==> src/rtl/sd_block_responder.sv <==
// Responder side of the sd_lba/sd_rd/sd_wr/sd_ack sector protocol: serves 512-byte
// sectors for VDNUM drives out of a byte-wide backing store, one byte per memory request.
//
// state   | meaning
// IDLE    | waiting for a drive request, round-robin grant
// RD_REQ  | fetch current byte (mem_rd until mem_ready, or zero when out of range)
// RD_PUT  | sd_buff_wr strobe for the fetched byte
// WR_ADDR | present sd_buff_addr to the initiator buffer
// WR_CAP  | capture initiator data, launch mem_wr
// WR_REQ  | wait for mem_ready (skipped when out of range)
// DONE    | drop sd_ack
// GAP     | one extra ack-low cycle before the next grant
module sd_block_responder #(
    parameter int VDNUM  = 2,
    parameter int MEM_AW = 24
) (
    input  logic                  clk_sys,
    input  logic                  reset_n,
    input  logic [32*VDNUM-1:0]   sd_lba,
    input  logic [VDNUM-1:0]      sd_rd,
    input  logic [VDNUM-1:0]      sd_wr,
    output logic [VDNUM-1:0]      sd_ack,
    output logic [8:0]            sd_buff_addr,
    output logic [7:0]            sd_buff_dout,
    input  logic [8*VDNUM-1:0]    sd_buff_din,
    output logic                  sd_buff_wr,
    input  logic [32*VDNUM-1:0]   img_blocks,
    output logic [MEM_AW-1:0]     mem_addr,
    output logic                  mem_rd,
    output logic                  mem_wr,
    output logic [7:0]            mem_din,
    input  logic [7:0]            mem_dout,
    input  logic                  mem_ready
);

    localparam int DEVW = (VDNUM > 1) ? $clog2(VDNUM) : 1;
    localparam int LBAW = MEM_AW - DEVW - 9;

    typedef enum logic [2:0] {
        IDLE, RD_REQ, RD_PUT, WR_ADDR, WR_CAP, WR_REQ, DONE, GAP
    } state_t;

    state_t            state_q, state_d;
    logic [DEVW-1:0]   drive_q, drive_d;
    logic [DEVW-1:0]   ptr_q, ptr_d;
    logic [LBAW-1:0]   lba_q, lba_d;
    logic              oor_q, oor_d;
    logic [8:0]        byte_q, byte_d;
    logic [7:0]        dout_q, dout_d;
    logic [VDNUM-1:0]  ack_q, ack_d;
    logic              mem_rd_q, mem_rd_d;
    logic              mem_wr_q, mem_wr_d;
    logic [MEM_AW-1:0] mem_addr_q, mem_addr_d;
    logic [7:0]        mem_din_q, mem_din_d;

    logic [VDNUM-1:0]  pending;
    logic              gnt_vld;
    int                gnt_idx;
    logic [31:0]       sel_lba;
    logic [31:0]       sel_blk;
    logic [MEM_AW-1:0] cur_addr;
    logic              last_byte;

    assign pending   = sd_rd | sd_wr;
    assign cur_addr  = {drive_q, lba_q, byte_q};
    assign last_byte = (byte_q == 9'd511);

    // Scan starts one past the last served drive so a held request cannot starve the others.
    always_comb begin
        gnt_vld = 1'b0;
        gnt_idx = 0;
        for (int i = 1; i <= VDNUM; i++) begin
            if (!gnt_vld && pending[(int'(ptr_q) + i) % VDNUM]) begin
                gnt_vld = 1'b1;
                gnt_idx = (int'(ptr_q) + i) % VDNUM;
            end
        end
    end

    assign sel_lba = sd_lba[gnt_idx*32 +: 32];
    assign sel_blk = img_blocks[gnt_idx*32 +: 32];

    always_comb begin
        state_d    = state_q;
        drive_d    = drive_q;
        ptr_d      = ptr_q;
        lba_d      = lba_q;
        oor_d      = oor_q;
        byte_d     = byte_q;
        dout_d     = dout_q;
        ack_d      = ack_q;
        mem_rd_d   = mem_rd_q;
        mem_wr_d   = mem_wr_q;
        mem_addr_d = mem_addr_q;
        mem_din_d  = mem_din_q;

        case (state_q)
            IDLE: begin
                if (gnt_vld) begin
                    drive_d = DEVW'(gnt_idx);
                    ptr_d   = DEVW'(gnt_idx);
                    lba_d   = sel_lba[LBAW-1:0];
                    oor_d   = (sel_lba >= sel_blk);
                    byte_d  = 9'd0;
                    ack_d   = VDNUM'(1) << gnt_idx;
                    state_d = sd_rd[gnt_idx] ? RD_REQ : WR_ADDR;
                end
            end
            RD_REQ: begin
                if (oor_q) begin
                    dout_d  = 8'h00;
                    state_d = RD_PUT;
                end else if (mem_rd_q && mem_ready) begin
                    dout_d   = mem_dout;
                    mem_rd_d = 1'b0;
                    state_d  = RD_PUT;
                end else begin
                    mem_rd_d   = 1'b1;
                    mem_addr_d = cur_addr;
                end
            end
            RD_PUT: begin
                if (last_byte) begin
                    state_d = DONE;
                end else begin
                    byte_d  = byte_q + 9'd1;
                    state_d = RD_REQ;
                end
            end
            WR_ADDR: begin
                state_d = WR_CAP;
            end
            WR_CAP: begin
                // Initiator buffer is registered: data for sd_buff_addr arrives one cycle late.
                mem_din_d = sd_buff_din[int'(drive_q)*8 +: 8];
                if (!oor_q) begin
                    mem_wr_d   = 1'b1;
                    mem_addr_d = cur_addr;
                end
                state_d = WR_REQ;
            end
            WR_REQ: begin
                if (oor_q || (mem_wr_q && mem_ready)) begin
                    mem_wr_d = 1'b0;
                    if (last_byte) begin
                        state_d = DONE;
                    end else begin
                        byte_d  = byte_q + 9'd1;
                        state_d = WR_ADDR;
                    end
                end
            end
            DONE: begin
                ack_d   = '0;
                byte_d  = 9'd0;
                state_d = GAP;
            end
            GAP: begin
                state_d = IDLE;
            end
            default: begin
                state_d = IDLE;
            end
        endcase
    end

    always_ff @(posedge clk_sys or negedge reset_n) begin
        if (!reset_n) begin
            state_q    <= IDLE;
            drive_q    <= '0;
            ptr_q      <= '0;
            lba_q      <= '0;
            oor_q      <= 1'b0;
            byte_q     <= 9'd0;
            dout_q     <= 8'h00;
            ack_q      <= '0;
            mem_rd_q   <= 1'b0;
            mem_wr_q   <= 1'b0;
            mem_addr_q <= '0;
            mem_din_q  <= 8'h00;
        end else begin
            state_q    <= state_d;
            drive_q    <= drive_d;
            ptr_q      <= ptr_d;
            lba_q      <= lba_d;
            oor_q      <= oor_d;
            byte_q     <= byte_d;
            dout_q     <= dout_d;
            ack_q      <= ack_d;
            mem_rd_q   <= mem_rd_d;
            mem_wr_q   <= mem_wr_d;
            mem_addr_q <= mem_addr_d;
            mem_din_q  <= mem_din_d;
        end
    end

    assign sd_ack       = ack_q;
    assign sd_buff_addr = byte_q;
    assign sd_buff_dout = dout_q;
    assign sd_buff_wr   = (state_q == RD_PUT);
    assign mem_addr     = mem_addr_q;
    assign mem_rd       = mem_rd_q;
    assign mem_wr       = mem_wr_q;
    assign mem_din      = mem_din_q;

endmodule

==> config.mk <==
export PLATFORM = sky130hd
export DESIGN_NAME = sd_block_responder
export DESIGN_NICKNAME = d
export VERILOG_FILES = /design/src/rtl/sd_block_responder.sv
export SDC_FILE = /design/constraint.sdc
export NUM_CORES = 1
export LEC_CHECK = 0
export BUFFER_PORTS_ARGS = -buffer_cell sky130_fd_sc_hd__buf_2
export CAP_MARGIN = 0
export CORE_MARGIN = 5
export CORE_UTILIZATION = 43
export DETAILED_ROUTE_END_ITERATION = 8
export GPL_TIMING_DRIVEN = 0
export PLACE_DENSITY_LB_ADDON = 0.25
export SYNTH_ARGS = -nofsm -noshare
export SYNTH_HDL_FRONTEND = slang
export SYNTH_SLANG_ARGS = --single-unit
export TNS_END_PERCENT = 50
==> constraint.sdc <==
create_clock -name clk_sys -period 2.5 [get_ports clk_sys]
set_input_delay 0.125 -clock clk_sys [delete_from_list [all_inputs] [get_ports clk_sys]]
set_output_delay 0.125 -clock clk_sys [all_outputs]
set_load 0.01 [all_outputs]
; ---- Word-level counts from Yosys, hierarchy flattened
; Index checks and enable logic that the tools add are counted.
[classes]
n_addsub = 3
n_lt_le_gt_ge = 4
eq_ne = 14
shift = 4
muxes = 37
n_bitwise = 4
reduce_logical = 19
[ops]
columns = cell, n
row1 = 64-bit by 32-bit variable part select with 32-bit output, 2
row2 = 24-bit 2-to-1 mux, 3
row3 = 32-bit 2-to-1 mux, 2
row4 = 24-bit one-hot mux with 2 select lines, 1
row5 = 9-bit one-hot mux with 4 select lines, 1
row6 = 32-bit greater-or-equal comparator, 1
row7 = "32-bit by 3-bit less-than comparator with 1-bit output, second input constant", 1
row8 = "1-bit by 32-bit << shifter with 2-bit output, first input constant", 1
row9 = 9-bit 2-to-1 mux, 3
row10 = 3-bit one-hot mux with 8 select lines, 1
row11 = 3-bit 2-to-1 mux, 6
row12 = 8-bit 2-to-1 mux, 2
row13 = 16-bit by 5-bit variable part select with 8-bit output, 1
row14 = 1-bit 2-to-1 mux, 14
row15 = "3-bit == test, second input constant", 4
row16 = "2-bit inequality test, second input constant", 5
row17 = "9-bit by 1-bit adder with 9-bit output, second input constant", 1
row18 = "9-bit == test, second input constant", 1
row19 = 3-bit AND reduction, 3
row20 = 2-bit AND reduction, 4
row21 = 2-bit nonzero test, 4
row22 = "3-bit by 2-bit == test with 1-bit output, second input constant", 2
row23 = "2-bit by 3-bit less-than comparator with 1-bit output, second input constant", 2
row24 = 2-bit 2-to-1 mux, 2
row25 = 14 further kinds, 18
[word_totals]
reg_bits = 72
in_bits = 159
word_cells = 96

; ---- Logic depth before layout (Yosys ltp)
[depth]
depth_word = 15
ltp_mapped = 12
depth_no_buf = 11

; ---- Worst setup path after synthesis
; Ideal clock, no wire load.
[synth_timing]
path_kind = register to register
start = reg ptr_q
end = reg oor_q
t_arrival_ns = 2.450
required_ns = 2.361
setup_slack_ns = -0.090
stages_incl_launch_ff = 12
path_buffers = 2
synth_period_minus_slack_ns = 2.590
cell_sequence = dfrtp_1 o21ai_0 o21ai_1 clkbuf_1 buf_2 mux2i_1 ha_1 nand4_1 nor2_1 a221o_1 a211oi_1 o211ai_1
[synth_via]
elab_chain_cells = 10
elab_cells_between_ends = 20
classes_between = add/sub (2) / order compare (1) / shift (2) / mux (10) / bitwise (2) / reduce/logical (3)
[synth_rtl]
columns = element, line_no
row1 = from (decl), 45  ; logic [DEVW-1:0] ptr_q, ptr_d;
row2 = from (signal assigned), 184  ; ptr_q <= ptr_d;
row3 = 1-bit adder, "73, 75"
row4 = 1-bit 2-to-1 mux (not written as such) (3 in a row), 73  ; if (!gnt_vld && pending[(int'(ptr_q) + i) % VDNUM]) begin
row5 = 1-bit 2-to-1 mux, 73
row6 = 1-bit logical NOT, 73
row7 = 1-bit logical AND, 73
row8 = 32-bit 2-to-1 mux, 73
row9 = "64-bit by 32-bit variable part select with 32-bit output, on equally long branches", "80, 81"
row10 = 32-bit greater-or-equal comparator, 103  ; oor_d = (sel_lba >= sel_blk);
row11 = to (signal assigned), 186  ; oor_q <= oor_d;
row12 = to (decl), 47  ; logic oor_q, oor_d;
; Several ways; a longest one is shown, not always the timed one. The select of a mux whose other input is x is not followed.
; A chain may end at the register's enable or synchronous reset.

; ---- Final worst setup path
[layout_timing]
start = reg ptr_q
end = reg oor_q
[layout_via]
elab_chain_cells = 10
elab_cells_between_ends = 20
classes_between = add/sub (2) / order compare (1) / shift (2) / mux (10) / bitwise (2) / reduce/logical (3)
[layout_rtl]
columns = element, line_no
row1 = 1-bit adder, "73, 75"
row2 = 1-bit 2-to-1 mux (not written as such) (3 in a row), 73
row3 = 1-bit 2-to-1 mux, 73
row4 = 1-bit logical NOT, 73
row5 = 1-bit logical AND, 73
row6 = 32-bit 2-to-1 mux (*), 73
row7 = 64-bit by 32-bit variable part select with 32-bit output (*), 80  ; assign sel_lba = sd_lba[gnt_idx*32 +: 32];
row8 = named net sel_lba[2], 59  ; logic [31:0] sel_lba;
row9 = 32-bit greater-or-equal comparator (*), 103
; The timed path passes the listed nets; every way through them passes the cells marked *. The select of a mux whose other input is x is not followed.

==> key figures <==
Outcome
  – Status: finished, final reports clean

Critical path
  – Critical path buffers and inverters: 2
  – Crit Path Class: reg -> reg
  – Family with the most delay on the worst path: compound AO/OA/AOI/OAI gates
  – Slowest Stage Delay on Critical Path: 0.38 ns
  – CP cell instances: o21ai_2, o21ai_4, buf_12, buf_8, mux2_2, ha_1, o21a_1, o2111ai_2, o21ai_2, a211oi_2, o211ai_1
  – Startpoint types: register
  – Critical Path AT: 2.61 ns
  – Slowest stage cell, crit path: mux2_2
  – Crit path top cell by count: o21ai_2
  – WP data required: 2.71 ns
  – Crit end category: register
  – CP max FO: 10

Pwr
  – Maximum vdd ir drop: 410 uV
  – Leak: 0.00336 uW
  – Pwr Density: 970 nW/um^2

Place
  – Inst Count DP: 831
  – Routability Congestion: 0.891
  – Dpl ws: -0.803 ns
  – Post-DP Area: 5780 sq um
  – Post-DP HPWL: 10500 microns
  – Input/output buffers: 212

Synthesis
  – Cell with the most instances after synthesis: nand2_1
  – Mean post-synth cell area: 9.40 sq um
  – Commonest cells in the netlist: 128 x nand2_1, 72 x dfrtp_1, 40 x mux2i_1
  – Most area-consuming cells after synthesis: dfrtp_1 40%, nand2_1 11%, ha_1 9.4%, mux2i_1 8.8%, mux2_2 7.9%
  – Post-synthesis cell area: 4540 sq um
  – Share of the synthesized area in the top cell type: 39.7%
  – Synth cell types: 46
  – Synth Register Bits: 72
  – Main flop type after synthesis: dfrtp_1
  – Synth area leader: dfrtp_1
  – Ys async rst share: 100%
  – Synth Instances: 483
  – Syn_nets: 676
  – Syn. warnings: 0
  – Post-synth EDFFs: 0
  – Seq/Total Area, Yosys: 39.7%

Clocking
  – Number of CTS-inserted buffers: 9
  – Clk sinks: 72
  – Clk_lat worst skew: 0.33 ns
  – Clock tree buffer depth: 2
  – H-tree depth: 3
  – CTS tree: yes
  – CTS Root Cell: clkbuf_8
  – Worst-path clk slew: 0.08 ns

Route
  – Number of routed nets with antenna violations: 0
  – Drt first pass iters: 4
  – DRC violations left: 0
  – Routed wire per std cell: 15.6 microns
  – Routed wire length: 13400 microns
  – Initial drt markers: 188
  – Vias/cell: 5.21
  – Vias: 4468

Cells and area
  – Diodes inserted: 0
  – Area growth, synth to finish: 39.5%
  – Share of post-route cells with drive strength above 1: 43.7%
  – # nets final: 909
  – Fillcell total: 920
  – Fin cells: 857
  – Post-route cell area: 6330 sq um

Timing
  – Final setup viols: 0
  – Period utilization: 96.0%
  – Pins over their slew limit: 0
  – Final worst slack: 0.101 ns
  – Setup repair after global routing missed its margin: true
  – Sum Neg Setup Slack: 0 ns
  – Final hold vios: 0
  – Min cycle time layout: 2.40 ns
  – Slew HR: 39.6%
  – Layout Skew: 0.0115 ns
  – Hold slack: 0.0231 ns
  – Worst-margin pin slew: 0.907 ns
  – Fmax: 417 MHz

Floorplanning
  – Chip Width: 113 microns
  – Std-Cell Rows: 37
  – Area of the die: 12700 sq um
  – Core area: 10300 sq um
  – I/O pins: 213
  – Initial Utilization: 44.0%
  – Die Span Y: 113 microns

Min path
  – Path category of the worst min-delay check: in -> reg

Global routing
  – Largest net degree at the start of global routing: 73
  – GRT Total Usage: 20.6%
  – Vias in the first global route: 4749
  – Grt total ovfl: 0
  – Initial antenna violation count: 0
  – First-pass GRT wire length: 21500 microns

Job
  – Total of max-cap violations: 0
## area by class of cell
class                           instances  area (sq um)  area share, %
Buffer                                 23           178           2.81
Clock buffer                           11           141           2.23
Clock inverter                          5          38.8          0.613
Inverter                                3          11.3          0.178
Multi-Input combinational cell        385          2830           44.7
Sequential cell                        72          1800           28.5
Tap cell                              136           170           2.69
Timing Repair Buffer                  222          1160           18.3
## flip-flops by register name (all words and copies together) (netlist names)
signal,count
sd_ack,2
mem_wr,1
oor_q,1
state_q,3
sd_buff_addr,9
ptr_q,1
mem_rd,1
mem_din,8
lba_q,14
sd_buff_dout,8
mem_addr,24
## per-layer routing
layer  wire length, microns  vias up  global-route usage, %  share of wire [%]
li1                       -     2173                      -                  -
met2                   6840      172                   35.6                 51
met4                    322        0                   7.13                2.4
met3                    865       26                   5.35                6.5
met5                      0        -                      0                  0
met1                   5330     2097                   24.7                 40
## timing repair
item,CTS,global route
endpoints found under the setup margin,1,3
pin swaps,4,6
buffers inserted,3,3
resized for setup,27,34
gates cloned,1,0
hold endpoints to repair,74,0
hold buffers,3,0
## placed cells by master (no fill, tap or decap), types with 7 or more instances in the layout
cell type / Yosys / routed
nand2_1: 128 / 127
ha_4: 0 / 7
nor2_1: 22 / 21
clkbuf_8: 0 / 10
mux2i_1: 40 / 32
mux2_2: 32 / 30
a21oi_1: 23 / 21
clkbuf_1: 11 / 8
nand3_1: 13 / 13
ha_1: 34 / 27
dfrtp_1: 72 / 72
buf_2: 9 / 217
o21ai_0: 15 / 13
## logic make-up (layout without fill, tap and decap cells)
logic type	after synthesis	after routing	share of synthesized area, %
AO/OA/AOI/OAI	73	73	10.6
XOR/XNOR	6	6	1.16
adder cells (fa/ha/maj)	34	34	9.37
buffers and inverters	26	264	2.73
flip-flops	72	72	39.7
multiplexers	78	78	18.2
AND/OR/NAND/NOR	194	194	18.2
## worst min-delay path: cells and delay by family
family / cells / cell delay (ns)
buf+inv: 1 / 0.08
simple gates: 2 / 0.12
## where the power goes
part / internal [uW] / switching [uW] / leakage, uW
combinational: 1540 / 1860 / 0.00236
clock: 395 / 456 / 0.0000903
sequential: 1620 / 270 / 0.000904
## worst paths after layout
path	startpoint	endpoint	slack, ns	cells after the start
max	ptr_q$_DFFE_PN0P_	oor_q$_DFFE_PN0P_	0.10	11
min	mem_dout[0]	sd_buff_dout[0]$_DFFE_PN0P_	0.02	3
max reg2reg	ptr_q$_DFFE_PN0P_	oor_q$_DFFE_PN0P_	0.10	11
min reg2reg	sd_buff_dout[1]$_DFFE_PN0P_	sd_buff_dout[1]$_DFFE_PN0P_	0.47	2
max in group asynchronous	reset_n	lba_q[11]$_DFFE_PN0P_	1.45	2
min in group asynchronous	reset_n	sd_buff_dout[6]$_DFFE_PN0P_	0.44	2
## metrics by stage
| stage | power [uW] | utilization [%] |
|---|---|---|
| after global routing | 6690 | 61.3 |
| after CTS | 6000 | 59.4 |
| after detailed placement | 4960 | 55.9 |
| after global placement | 4850 | 55.9 |
| after floorplan | 3920 | - |
| final | 6140 | 61.3 |
Note: power is estimated with default switching activity, not from simulation.
